$ cat config.mk
export PLATFORM = sky130hd
export DESIGN_NAME = bin2bcd_seq_flat
export DESIGN_NICKNAME = d
export VERILOG_FILES = /design/src/rtl/bin2bcd_pkg.sv /design/src/rtl/bin2bcd_seq_if.sv /design/src/rtl/bcd_digit_adj.sv /design/src/rtl/bin2bcd_seq.sv /design/src/flat_wrapper.sv
export SDC_FILE = /design/constraint.sdc
export NUM_CORES = 1
export LEC_CHECK = 0
export ABC_CLOCK_PERIOD_IN_PS = 2960
export CORE_AREA = 2 2 134 103
export DETAILED_ROUTE_END_ITERATION = 16
export DIE_AREA = 0 0 136 105
export DONT_BUFFER_PORTS = 1
export SYNTH_ARGS = -nofsm -noshare
export SYNTH_HDL_FRONTEND = slang
export SYNTH_SLANG_ARGS = --single-unit
$ cat constraint.sdc
create_clock -name clk -period 2.96 [get_ports clk]
set_input_delay 0.296 -clock clk [delete_from_list [all_inputs] [get_ports clk]]
set_output_delay 0.296 -clock clk [all_outputs]
set_load 0.05 [all_outputs]
$ cat src/rtl/bin2bcd_pkg.sv
// -----------------------------------------------------------------------------
// bin2bcd_pkg
// Shared types and helpers for the sequential binary-to-BCD converter.
//   state_t      : converter FSM state (IDLE / SHIFT)
//   BCD_NIBBLE_W : width of one packed BCD digit
//   bcd_max()    : largest value representable in N decimal digits (10^N-1)
//   clog2()      : ceiling log2, used to size the step counter
// -----------------------------------------------------------------------------
package bin2bcd_pkg;

  localparam int BCD_NIBBLE_W = 4;

  typedef enum logic [0:0] {
    ST_IDLE  = 1'b0,
    ST_SHIFT = 1'b1
  } state_t;

  function automatic logic [63:0] bcd_max(input int digits);
    logic [63:0] p;
    p = 64'd1;
    for (int i = 0; i < digits; i++) begin
      p = p * 64'd10;
    end
    return p - 64'd1;
  endfunction

  function automatic int clog2(input int v);
    int r;
    r = 0;
    while ((1 << r) < v) begin
      r++;
    end
    return r;
  endfunction

endpackage

$ cat src/rtl/bin2bcd_seq_if.sv
// -----------------------------------------------------------------------------
// bin2bcd_seq_if
// Start/busy/done bus between a producer and the bin2bcd_seq converter.
//   start : producer requests a conversion of bin (sampled only when idle)
//   bin   : unsigned binary value, captured on the accepting edge
//   busy  : converter is mid-conversion; start is ignored while high
//   done  : one-cycle pulse, bcd/ovf/blank updated in that same cycle
//   bcd   : packed BCD result, digit 0 in bcd[3:0], held until next done
//   ovf   : last captured value did not fit in DIGITS decimal digits
//   blank : per-digit leading-zero blank mask
// Handshake: a transfer happens on a rising edge where start=1 and the
// converter is idle (busy=0). The cycle carrying done=1 is idle, so a start
// present there is accepted on the following edge. No queueing: a start seen
// while busy=1 is dropped.
// Modports: master = producer, slave = converter.
// -----------------------------------------------------------------------------
interface bin2bcd_seq_if
  import bin2bcd_pkg::*;
#(
  parameter int BIN_W  = 20,
  parameter int DIGITS = 6
);

  logic                           start;
  logic [BIN_W-1:0]               bin;
  logic                           busy;
  logic                           done;
  logic [BCD_NIBBLE_W*DIGITS-1:0] bcd;
  logic                           ovf;
  logic [DIGITS-1:0]              blank;

  modport master (
    output start, bin,
    input  busy, done, bcd, ovf, blank
  );

  modport slave (
    input  start, bin,
    output busy, done, bcd, ovf, blank
  );

endinterface

$ cat src/rtl/bcd_digit_adj.sv
// -----------------------------------------------------------------------------
// bcd_digit_adj
// Double-dabble digit correction: adds 3 to a BCD digit that is >= 5 so the
// following left shift carries correctly into the next decimal digit.
//   din_i  : 4-bit working digit
//   dout_o : corrected digit (combinational)
// -----------------------------------------------------------------------------
module bcd_digit_adj (
  input  logic [3:0] din_i,
  output logic [3:0] dout_o
);

  assign dout_o = (din_i >= 4'd5) ? (din_i + 4'd3) : din_i;

endmodule

$ cat src/rtl/bin2bcd_seq.sv
// -----------------------------------------------------------------------------
// bin2bcd_seq
// Sequential double-dabble converter: one shift step per clock, BIN_W steps
// per conversion, result presented as DIGITS packed BCD nibbles.
//   clk     : system clock, rising edge
//   reset_n : asynchronous active-low reset
//   bus     : bin2bcd_seq_if.slave (start/bin in, busy/done/bcd/ovf/blank out)
//   state_o : current FSM state, for observation
// Optional feature macro: BIN2BCD_BLANK_EN
//   defined   : blank marks digits above the most significant non-zero digit
//               (digit 0 never blanked, all zeros on overflow)
//   undefined : blank is constant zero
// -----------------------------------------------------------------------------
module bin2bcd_seq
  import bin2bcd_pkg::*;
#(
  parameter int BIN_W  = 20,
  parameter int DIGITS = 6
) (
  input  logic   clk,
  input  logic   reset_n,
  bin2bcd_seq_if.slave bus,
  output state_t state_o
);

  // One guard digit above the presented digits keeps overflowing inputs from
  // wrapping inside the working register during the shift steps.
  localparam int                WORK_W    = BCD_NIBBLE_W * (DIGITS + 1);
  localparam int                OUT_W     = BCD_NIBBLE_W * DIGITS;
  localparam int                CNT_W     = clog2(BIN_W + 1);
  localparam logic [63:0]       BCD_MAX   = bcd_max(DIGITS);
  localparam logic [CNT_W-1:0]  LAST_STEP = CNT_W'(BIN_W - 1);

  state_t           state_q;
  logic [BIN_W-1:0] shift_q, shift_d;
  logic [WORK_W-1:0] work_q, work_d, adj;
  logic [CNT_W-1:0] cnt_q;
  logic             ovf_next_q;
  logic             busy_q, done_q, ovf_q;
  logic [OUT_W-1:0] bcd_q;

  for (genvar g = 0; g < DIGITS + 1; g++) begin : g_adj
    bcd_digit_adj u_adj (
      .din_i  (work_q[g*BCD_NIBBLE_W +: BCD_NIBBLE_W]),
      .dout_o (adj[g*BCD_NIBBLE_W +: BCD_NIBBLE_W])
    );
  end

  // Correct then shift the concatenated {working, shifter} pair by one bit.
  always_comb begin
    {work_d, shift_d} = {adj, shift_q} << 1;
  end

`ifdef BIN2BCD_BLANK_EN
  logic [DIGITS-1:0] blank_q, blank_d;
  logic              zeros_above;

  // Walk from the top digit down; a digit is blanked while every digit from
  // it upward is zero. Digit 0 is left out so a zero result still shows "0".
  always_comb begin
    blank_d     = '0;
    zeros_above = 1'b1;
    if (!ovf_next_q) begin
      for (int i = DIGITS - 1; i >= 1; i--) begin
        zeros_above = zeros_above & (work_d[i*BCD_NIBBLE_W +: BCD_NIBBLE_W] == 4'd0);
        blank_d[i]  = zeros_above;
      end
    end
  end

  assign bus.blank = blank_q;
`else
  assign bus.blank = '0;
`endif

  always_ff @(posedge clk or negedge reset_n) begin
    if (!reset_n) begin
      state_q    <= ST_IDLE;
      shift_q    <= '0;
      work_q     <= '0;
      cnt_q      <= '0;
      ovf_next_q <= 1'b0;
      busy_q     <= 1'b0;
      done_q     <= 1'b0;
      ovf_q      <= 1'b0;
      bcd_q      <= '0;
`ifdef BIN2BCD_BLANK_EN
      blank_q    <= '0;
`endif
    end else begin
      case (state_q)
        ST_IDLE: begin
          done_q <= 1'b0;
          if (bus.start) begin
            shift_q    <= bus.bin;
            work_q     <= '0;
            cnt_q      <= '0;
            ovf_next_q <= (64'(bus.bin) > BCD_MAX);
            busy_q     <= 1'b1;
            state_q    <= ST_SHIFT;
          end
        end
        ST_SHIFT: begin
          work_q  <= work_d;
          shift_q <= shift_d;
          cnt_q   <= cnt_q + 1'b1;
          // The last step's shifted value is the final result; load it on
          // the same edge so done lands exactly BIN_W edges after accept.
          if (cnt_q == LAST_STEP) begin
            bcd_q   <= ovf_next_q ? {DIGITS{4'h9}} : work_d[OUT_W-1:0];
            ovf_q   <= ovf_next_q;
`ifdef BIN2BCD_BLANK_EN
            blank_q <= blank_d;
`endif
            done_q  <= 1'b1;
            busy_q  <= 1'b0;
            state_q <= ST_IDLE;
          end
        end
        default: state_q <= ST_IDLE;
      endcase
    end
  end

  assign bus.busy = busy_q;
  assign bus.done = done_q;
  assign bus.bcd  = bcd_q;
  assign bus.ovf  = ovf_q;
  assign state_o  = state_q;

endmodule

$ cat src/flat_wrapper.sv
// flat-port wrapper written by rule: the top's interface ports become plain ports
module bin2bcd_seq_flat import bin2bcd_pkg::*;
#(
  parameter int BIN_W  = 20,
  parameter int DIGITS = 6
)
  (clk, reset_n, state_o, bus_start, bus_bin, bus_busy, bus_done, bus_bcd, bus_ovf, bus_blank);
  bin2bcd_seq_if #(.BIN_W(BIN_W), .DIGITS(DIGITS)) bus_i ();
  input  logic clk;
  input  logic reset_n;
  output state_t state_o;
  input wire logic [$bits(bus_i.start)-1:0] bus_start;
  input wire logic [$bits(bus_i.bin)-1:0] bus_bin;
  output wire logic [$bits(bus_i.busy)-1:0] bus_busy;
  output wire logic [$bits(bus_i.done)-1:0] bus_done;
  output wire logic [$bits(bus_i.bcd)-1:0] bus_bcd;
  output wire logic [$bits(bus_i.ovf)-1:0] bus_ovf;
  output wire logic [$bits(bus_i.blank)-1:0] bus_blank;
  assign bus_i.start = bus_start;
  assign bus_i.bin = bus_bin;
  assign bus_busy = bus_i.busy;
  assign bus_done = bus_i.done;
  assign bus_bcd = bus_i.bcd;
  assign bus_ovf = bus_i.ovf;
  assign bus_blank = bus_i.blank;
  bin2bcd_seq #(.BIN_W(BIN_W), .DIGITS(DIGITS)) u_core (.clk(clk), .reset_n(reset_n), .bus(bus_i), .state_o(state_o));
endmodule
Word-level counts from Yosys, hierarchy flattened

Index checks and enable logic that the tools add are counted.

Register bits after elaboration: 82
Bits of input ports: 23
Word-level logic and storage cells: 54

$add $sub $neg: 8
Magnitude comparators: 8
Equality and inequality tests: 3
Mux-type cells: 22
Bitwise operators: 1
Reductions and logical operators: 3

Operator list:

| operator             | count |
|---|---|
| $pmux 28 s2          | 1 |
| $pmux 20 s2          | 1 |
| $ge 4x3->1 const B   | 7 |
| $mux 28              | 1 |
| $add 4x2->4 const B  | 6 |
| $mux 24              | 1 |
| $mux 4               | 6 |
| $gt 20x20->1 const B | 1 |
| $mux 20              | 1 |
| $pmux 5 s2           | 1 |
| $pmux 1 s2           | 3 |
| $reduce_and 2->1     | 3 |
| $add 5x1->5 const B  | 1 |
| $eq 5x5->1 const B   | 1 |
| $mux 1               | 5 |
| $mux 5               | 1 |
| $ne 2x2->1 const B   | 2 |
| $add 3x2->3 const B  | 1 |
| $mux 3               | 1 |
| $not 1->1            | 1 |

Logic depth before layout (Yosys ltp)

Gate-level depths: netlist of run 1.

Depth in word-level cells: 3
Gate-level depth with buffers: 6
Mapped depth without buffers: 6

Cells and area by module

A second synthesis of run 1 with hierarchy kept.

Cells, all modules: 375
Area, all modules: 3953.8 um^2

By module, submodules not included:

| module        | times used | cells each | area an instance (um^2) |
|---|---|---|---|
| bin2bcd_seq   | 1          | 279        | 3345.7 |
| bcd_digit_adj | 6          | 16         | 101.3 |

Least setup slack after synthesis of run 1

No wires, ideal clock.

Kind: reg-to-reg
From: reg u_core.state_q (netlist: u_core.state_o)
To: reg u_core.bcd_q[11] (netlist: u_core.bus.bcd[11])
Data arrival time: 1468 ps
Data required time: 2832 ps
Path slack: 1365 ps
Cell stages (with the launch flop): 5
Path buffers: 1
Cells stage by stage: dfrtp_1 nand4_1 buf_4 a2111oi_2 nor2_1

Word-level cells in the longest chain between the ends: 1

Ends and longest elaborated chain:

| what                       | line               | source |
|---|---|---|
| start: declaration         | bin2bcd_seq.sv:34  | `state_t state_q;` |
| start signal: assignment   | bin2bcd_seq.sv:78  | `state_q <= ST_IDLE;` |
| start signal: assignment   | bin2bcd_seq.sv:100 | `state_q <= ST_SHIFT;` |
| start signal: assignment   | bin2bcd_seq.sv:117 | `state_q <= ST_IDLE;` |
| $reduce_and 2->1 (no line) | n/a                |  |
| end signal: assignment     | bin2bcd_seq.sv:110 | `bcd_q <= ovf_next_q ? {DIGITS{4'h9}} : work_d[OUT_W-1:0];` |
| end: declaration           | bin2bcd_seq.sv:40  | `logic [OUT_W-1:0] bcd_q;` |

No other way between the ends.
A chain may end at the register's enable or synchronous reset.

Worst setup path after layout of run 1

From: reg u_core.cnt_q[0]
To: reg u_core.bcd_q[4] (netlist: u_core.bus.bcd[4])

Word-level cells in the longest chain between the ends: 2

Ends and longest elaborated chain:

| what                       | line               | source |
|---|---|---|
| start: declaration         | bin2bcd_seq.sv:37  | `logic [CNT_W-1:0] cnt_q;` |
| start signal: assignment   | bin2bcd_seq.sv:106 | `cnt_q <= cnt_q + 1'b1;` |
| $eq 5x5->1                 | bin2bcd_seq.sv:109 | `if (cnt_q == LAST_STEP) begin` |
| $reduce_and 2->1 (no line) | n/a                |  |

No other way between the ends.

==> results of run 1 <==
## worst paths after layout
path / endpoint / slack (ns) / depth (start not counted)
setup / recovery: u_core.bus.bcd[4] / 1.23 / 4
hold / removal: u_core.cnt_q[3] / 0.08 / 1
setup reg to reg: u_core.bus.bcd[4] / 1.23 / 4
hold reg to reg: u_core.shift_q[15] / 0.48 / 2
max in group asynchronous: u_core.state_o / 2.08 / 2
min in group asynchronous: u_core.shift_q[15] / 0.54 / 2
## sequential cells by signal, indices dropped and copies added, names as in the netlist
name,cells
u_core.bus.bcd,24
u_core.work_q,24
u_core.shift_q,20
u_core.cnt_q,5
u_core.bus.busy,1
u_core.bus.done,1
u_core.bus.ovf,1
u_core.ovf_next_q,1
u_core.state_o,1
## stage by stage
step	hold WS, ns	instances	worst slack [ns]
after floorplan	0.000409	373	1.36
after global placement	0.00671	521	1.26
after detailed placement	0.00697	521	1.23
after CTS	0.0452	539	1.20
after global routing	0.0612	539	1.08
final	0.0831	539	1.23
## Yosys cell counts, drive strengths merged
cell type	number	share of area, %
inv	14	1.4
xnor2	8	1.8
nand3	2	0.26
a2111oi	5	2.0
clkinv	1	0.098
and4	1	0.23
nand4	2	0.33
o41ai	1	0.23
mux2i	31	8.1
a22o	14	3.2
mux2	1	0.29
nand2b	9	1.5
dfrtp	78	51
nand2	36	3.5
clkbuf	6	0.62
a21o	12	2.4
o31a	1	0.23
conb	1	0.098
buf	20	3.2
or4	1	0.20
nor2	23	2.4
ha	13	4.2
a21oi	36	4.7
nor3b	16	3.1
o31ai	1	0.20
a31oi	1	0.16
o21ai	27	3.5
a32o	1	0.26
nor3	6	0.78
## report_power, final
group	internal (µW)	switching, µW	total (µW)
logic	776	846	1620
clock network	678	434	1110
registers	1520	1010	2530
## critical path, delay by kind of cell (launching register included)
family | cells | cell delay, ns
compound gates | 1 | 0.15
simple gates | 2 | 0.81
fa+ha+maj | 1 | 0.24
flops | 1 | 0.37
## per-layer routing
metal / global-route usage [%] / vias to the layer above / routed length [µm]
met5: 0 / - / 0
li1: - / 1269 / -
met2: 18.8 / 37 / 3700
met1: 15.8 / 1251 / 3700
met4: 2.68 / 0 / 76
met3: 6.07 / 7 / 663
## layout make-up
| type | count | area (µm²) |
|---|---|---|
| clock inverter | 6 | 68.8 |
| clock buffer | 10 | 239 |
| fill | 1324 | 8600 |
| sequential | 78 | 1950 |
| tap | 171 | 214 |
| multi-input combinational | 254 | 1690 |
| inverter | 15 | 56.3 |
| timing repair buffer | 5 | 60.1 |
## cells by family after synthesis
| family | count (synthesis) |
|---|---|
| muxes | 32 |
| adders and majority gates | 13 |
| AOI/OAI and AO/OA | 99 |
| DFF | 78 |
| and+or+nand+nor | 96 |
| other | 1 |
| buffers and inverters | 41 |
| xor gates and xnor gates | 8 |
## repair_timing
item	CTS	global route
hold buffers	2	0
buffers inserted	0	0
hold endpoints to repair	78	0
==> impl_metrics.ini, run 1 <==
[run_status]
outcome = finished, final reports clean

[floorplanning]
start_util_pct = 29.7
placementRows = 36
die_y_um = 105
ios = 57
die_w_um = 136
die-area_mm2 = 0.0143
coreArea_mm2 = 0.0129

[timing]
worst_pin_slew_ns = 0.829
rsz0062_at_grt = no
hold_viol_final = 0
setup_viol = 0
max_freq_mhz = 577
period_share_pct = 58.5
clock_skew_ns = 0.00830
fin_crit_ns = 1.73
slew_violations = 0
timing.setup.tns_ns = 0
slew_headroom_pct = 44.6

[clock_network]
worstSkewPairLatency_ns = 0.33
cts_tree = built
clk_pin_slew_ns = 0.06
clkSinkCount = 78
ctsResizeCount = 0
cts_root_buf = clkbuf_16
numCtsBuffers = 9
ctsLongestPathBuffers = 2
ctsHtreeMaxLevel = 3

[synthesis]
synth_area_mm2 = 0.00383
muxShareOfSynthArea_pct = 8.40
yosysUniqueCellTypes = 32
synth_xor_area_share_pct = 1.83
synth-seq-cells = 78
synth-seq-area-share_pct = 51.0
synthSimpleGateAreaFrac_pct = 12.3
yosysWarnings = 0
synthAdderAreaFrac_pct = 4.25
synth_area_per_cell_um2 = 10.4
synth_compound_area_share_pct = 16.8
synth_top_family_by_area = compound AO/OA/AOI/OAI gates
synthCells = 368

[finish]
final_cell_mix = dfrtp_1, a21oi_1, nand2_1, mux2i_1, o21ai_0
final_core_util_pct = 33.3
drive_gt1_share_pct = 7.88
layout_commonest_cell = dfrtp_1
nNetsFinal = 399
fin_area_mm2 = 0.00428
antennaDiodeCount = 0
area_growth_pct = 11.9

[global_routing]
grt_max_degree = 79
antenna_found_initial = 0
grt_usage_pct = 12.4
first_global_vias = 2592
gr-total-overflow = 0
grt_pass1_wl_mm = 13.8

[worst_setup_path]
start_kind = register
worstPathArrival_ns = 1.91
max_stage_delay_ns = 0.66
cp_data_required_time_ns = 3.14
crit_fanout = 17
r2r_start = u_core.cnt_q[0]
cp-startpoint = u_core.cnt_q[0]
end_kind = register
worstPathCellList = ha_1 -> nand4_1 -> nor2_2 -> a21oi_1
cp_slowest_cell = nor2_2
worstSetupPathType = register to register

[routing]
drt_iter0_markers = 140
drc = 0
finalWirelength_mm = 8.14
via_count = 2564
vias_per_cell = 4.76
drt-pass1-iter-count = 4
ant_nets = 0
wl_per_cell_um = 15.1

[power]
power_density_mw_per_mm2 = 1230
finalPower_uw = 5270
ir_drop_mv = 0.354
p_leak_uw = 0.00195

[placement]
detailed_place_hpwl_mm = 5.46
io_buffers = 0
post_dp_cell_area_mm2 = 0.00394
place.gp.congestion = 0.739

[hold_path]
min_from = bus_start
min-delay-path-class = primary input to register

[flow_run]
maxCapViolations = 0
Note: power is estimated with default switching activity, not from simulation.
==> run 2: changes to the inputs <==
--- a/config.mk
+++ b/config.mk
@@ -5,7 +5,7 @@
 export SDC_FILE = /design/constraint.sdc
 export NUM_CORES = 1
 export LEC_CHECK = 0
-export ABC_CLOCK_PERIOD_IN_PS = 2960
+export ABC_CLOCK_PERIOD_IN_PS = 1500
 export CORE_AREA = 2 2 134 103
 export DETAILED_ROUTE_END_ITERATION = 16
 export DIE_AREA = 0 0 136 105
==> constraint.sdc (replaced) <==
create_clock -name clk -period 1.5 [get_ports clk]
set_input_delay 0.15 -clock clk [delete_from_list [all_inputs] [get_ports clk]]
set_output_delay 0.15 -clock clk [all_outputs]
set_load 0.05 [all_outputs]
==> impl_metrics.ini, run 2 (synthesis gave the netlist of run 1 again) <==
[finish]
final_cell_mix = dfrtp_1, buf_4, nand2_1, mux2i_1
fin_area_mm2 = 0.00487
area_growth_pct = 27.2
drive_gt1_share_pct = 25.1
antennaDiodeCount = 0
layout_commonest_cell = dfrtp_1
nNetsFinal = 446

[timing]
setup_viol = 0
holdWs_ns = -0.490
slew_violations = 0
fin_crit_ns = 1.49
rsz0062_at_grt = yes
worst_pin_slew_ns = 0.727
max_freq_mhz = 670
period_share_pct = 99.5
clock_skew_ns = 0.00703
hold_viol_final = 78
slew_headroom_pct = 51.5

[clock_network]
clk_pin_slew_ns = 0.06
numCtsBuffers = 9
worstSkewPairLatency_ns = 0.34
hold_buffers = 3
ctsHtreeMaxLevel = 3
ctsLongestPathBuffers = 2
cts_tree = built
clkSinkCount = 78
cts_root_buf = clkbuf_16

[power]
power_density_mw_per_mm2 = 2430
p_leak_uw = 0.00221
ir_drop_mv = 0.938
finalPower_uw = 11800

[worst_setup_path]
start_kind = register
crit_family = buffers and inverters
end_kind = register
max_stage_delay_ns = 0.37
cp_data_required_time_ns = 1.78
worstSetupPathType = register to register
crit_fanout = 7
worstPathArrival_ns = 1.77
rrSetupSlack_ns = 0.008
crit_buf_inv = 2
cp_slowest_cell = dfrtp_1
worstPathCellList = ha_2 -> nand4_1 -> buf_6 -> nor2_4 -> clkbuf_16 -> a22o_1

[placement]
place.gp.congestion = 0.815
post_dp_cell_area_mm2 = 0.00426
io_buffers = 0
detailed_place_hpwl_mm = 5.75

[global_routing]
antenna_found_initial = 0
grt_max_degree = 79
first_global_vias = 2779
gr-total-overflow = 0
grt_usage_pct = 13.6
grt_pass1_wl_mm = 15.0

[run_status]
outcome = finished with violations
violations = negative hold slack

[routing]
finalWirelength_mm = 9.27
via_count = 2763
vias_per_cell = 4.72
drc = 0
drt-pass1-iter-count = 4
wl_per_cell_um = 15.9
drt_iter0_markers = 136
ant_nets = 0

[floorplanning]
die_y_um = 105
die_w_um = 136
coreArea_mm2 = 0.0129
placementRows = 36
ios = 57
start_util_pct = 29.7
die-area_mm2 = 0.0143

[flow_run]
maxCapViolations = 0

[hold_path]
min-delay-path-class = primary input to asynchronous set/reset pin
run 2: area by class of cell:
| cell class | count | area, µm² |
|---|---|---|
| clock buffer | 10 | 229 |
| inverter | 15 | 56.3 |
| multi-input combinational | 254 | 1900 |
| tap | 171 | 214 |
| fill | 1273 | 8010 |
| timing repair buffer | 52 | 460 |
| clock inverter | 5 | 60.1 |
| sequential | 78 | 1950 |
run 2: report_power, final:
part,leakage [µW],switching (µW),internal [µW]
sequential,0.000984,1470,3010
combinational,0.00109,2670,2510
clock,0.000139,887,1290
run 2: layer usage:
| metal | GRT usage, % | share of wire [%] | vias to the layer above | wire (µm) |
|---|---|---|---|---|
| met5 | 0 | 0 | - | 0 |
| met4 | 3.50 | 0.84 | 0 | 78 |
| met3 | 5.68 | 5.8 | 7 | 541 |
| met2 | 21.0 | 48 | 47 | 4410 |
| met1 | 17.6 | 46 | 1349 | 4240 |
| li1 | - | - | 1360 | - |
run 2: worst paths after layout:
kind / from / endpoint / depth (start not counted)
max in group asynchronous: reset_n / u_core.shift_q[18] / 0
max reg2reg: u_core.cnt_q[1] / u_core.bus.bcd[9] / 6
min in group clk: bus_bin[13] / u_core.shift_q[13] / 2
min: reset_n / u_core.cnt_q[1] / 0
max: u_core.cnt_q[1] / u_core.bus.bcd[9] / 6
min reg2reg: u_core.shift_q[16] / u_core.shift_q[17] / 2
run 2: stage by stage:
step	TNS, ns	util, %	instances	hold WS, ns	setup WS (ns)
after detailed placement	-0.117	33.1	559	-0.140	-0.0543
after global placement	-0.0182	33.1	559	-0.140	-0.0143
after global routing	-0.828	37.8	585	-0.512	-0.0713
after CTS	0	35.8	577	-0.507	0.00133
after floorplan	0	-	373	-0.146	0.0821
final	0	37.8	585	-0.490	0.00788
run 2: timing repair:
item	in CTS	in global routing
hold endpoints to repair	83	78
pin swaps	1	12
setup buffers	0	7
endpoints found under the setup margin	12	33
resized for setup	7	37
gates cloned	0	1
==> run 3: changes to the inputs <==
--- a/config.mk
+++ b/config.mk
@@ -10,6 +10,7 @@
 export DETAILED_ROUTE_END_ITERATION = 16
 export DIE_AREA = 0 0 136 105
 export DONT_BUFFER_PORTS = 1
+export PLACE_DENSITY_LB_ADDON = 0.05
 export SYNTH_ARGS = -nofsm -noshare
 export SYNTH_HDL_FRONTEND = slang
 export SYNTH_SLANG_ARGS = --single-unit
==> impl_metrics.ini, run 3 (synthesis gave the netlist of run 1 again) <==
[run_status]
outcome = finished with violations
violations = negative hold slack

[floorplanning]
placementRows = 36
die_y_um = 105
die_w_um = 136
coreArea_mm2 = 0.0129
ios = 57
start_util_pct = 29.7
die-area_mm2 = 0.0143

[timing]
max_freq_mhz = 690
rsz0062_at_grt = yes
setup_viol = 0
hold_viol_final = 78
slew_headroom_pct = 58.0
slew_violations = 0
timing.final.ws_setup_ns = 0.0503
holdWs_ns = -0.491
fin_crit_ns = 1.45
clock_skew_ns = 0.00563
period_share_pct = 96.6
worst_pin_slew_ns = 0.630

[worst_setup_path]
crit_fanout = 4
worstSetupPathType = register to register
r2r-end = u_core.bus.bcd[6]
cp_data_required_time_ns = 1.77
r2r_start = u_core.work_q[4]
rrSetupSlack_ns = 0.05
reg2reg_depth = 5
worstPathArrival_ns = 1.72
end_kind = register
start_kind = register

[routing]
vias_per_cell = 4.68
finalWirelength_mm = 9.45
drc = 0
drt_iter0_markers = 132
drt-pass1-iter-count = 4
ant_nets = 0
wl_per_cell_um = 16.3
via_count = 2711

[finish]
fin_area_mm2 = 0.00479
multi_input_area_mm2 = 0.00188
antennaDiodeCount = 0
regArea_mm2 = 0.00196
nFillCells = 1313
nNetsFinal = 439
final_cell_mix = dfrtp_1, buf_4, nand2_1, a21oi_1
layout_commonest_cell = dfrtp_1
area_growth_pct = 25.2
fin_cells = 579
drive_gt1_share_pct = 23.3

[global_routing]
grt_pass1_wl_mm = 15.3
gr-total-overflow = 0
grt_usage_pct = 13.9
grt_max_degree = 79
antenna_found_initial = 0
first_global_vias = 2708

[clock_network]
cts_tree = built
clk_pin_slew_ns = 0.06
worstSkewPairLatency_ns = 0.34
cts_root_buf = clkbuf_16
ctsLongestPathBuffers = 2
numCtsBuffers = 9
hold_buffers = 4
clkSinkCount = 78
ctsHtreeMaxLevel = 3

[power]
p_leak_uw = 0.00218
power_density_mw_per_mm2 = 2470
ir_drop_mv = 0.948

[placement]
dp.cells = 556
pre_cts_ws_ns = -0.0548
place.gp.congestion = 0.729
post_dp_cell_area_mm2 = 0.00423
io_buffers = 0
detailed_place_hpwl_mm = 5.93

[hold_path]
min-delay-path-class = primary input to asynchronous set/reset pin

[flow_run]
maxCapViolations = 0
## run 3: changes by cell type in the layout (fill, tap and decap cells not counted), moves of 2 or more
cell,previous run,this run
dfrtp_2,2,0
ha_2,8,5
a21oi_2,3,1
buf_4,43,38
a21oi_1,27,30
nor3b_2,2,4
inv_1,11,9
ha_4,0,2
mux2i_1,29,27
inv_2,3,5
mux2i_2,2,4
## run 3: critical path, stage by stage (launching register included)
cell and delay, ns:
dfrtp_1 0.41, ha_1 0.21, nand2b_4 0.15, a21oi_4 0.15, mux2i_2 0.30, a22o_1 0.17
## run 3: power breakdown
part | leakage (µW) | total [µW] | switching, µW | internal [µW]
clock | 0.000157 | 2370 | 868 | 1500
sequential | 0.000986 | 4720 | 1710 | 3010
combinational | 0.00104 | 4740 | 2370 | 2370
total | 0.00218 | 11800 | 4950 | 6880
## run 3: how the worst max path moves through the flow
stage,from,to,cells after the start
after floorplan,u_core.cnt_q[0],u_core.bus.bcd[11],5
after global placement,u_core.work_q[4],u_core.bus.bcd[6],5
after detailed placement,u_core.work_q[4],u_core.bus.bcd[6],5
after CTS,u_core.work_q[16],u_core.bus.bcd[17],6
after global routing,u_core.work_q[16],u_core.work_q[20],5
final,u_core.work_q[4],u_core.bus.bcd[6],5
## run 3: layout make-up
type                       instances  share of cell area, %
clock buffer                      12                   5.14
multi-input combinational        254                   39.1
sequential                        78                   40.8
tap                              171                   4.46
timing repair buffer              45                   7.85
inverter                          15                   1.17
clock inverter                     4                   1.46
## run 3: what timing repair did
action,in CTS,in global routing
gates resized for setup,9,31
pin swaps,3,8
endpoints found under the hold margin,83,78
endpoints found under the setup margin,8,30
setup buffers,0,3
## run 3: routing by layer
| layer | routed length (µm) | global-route usage, % | share of wire [%] |
|---|---|---|---|
| met5 | 0 | 0 | 0 |
| met2 | 3940 | 19.3 | 42 |
| met3 | 438 | 4.61 | 4.6 |
| met1 | 4950 | 20.1 | 52 |
| met4 | 117 | 4.24 | 1.2 |
## run 3: metrics by stage
stage / power (µW) / setup TNS (ns) / utilization, %
6_report: 11800 / 0 / 37.2
5_1_grt: 12600 / -0.0855 / 37.2
4_1_cts: 11400 / 0 / 35.9
3_5_place_dp: 8830 / -0.120 / 32.8
3_3_place_gp: 8800 / -0.164 / 32.8
2_1_floorplan: 7500 / 0 / -
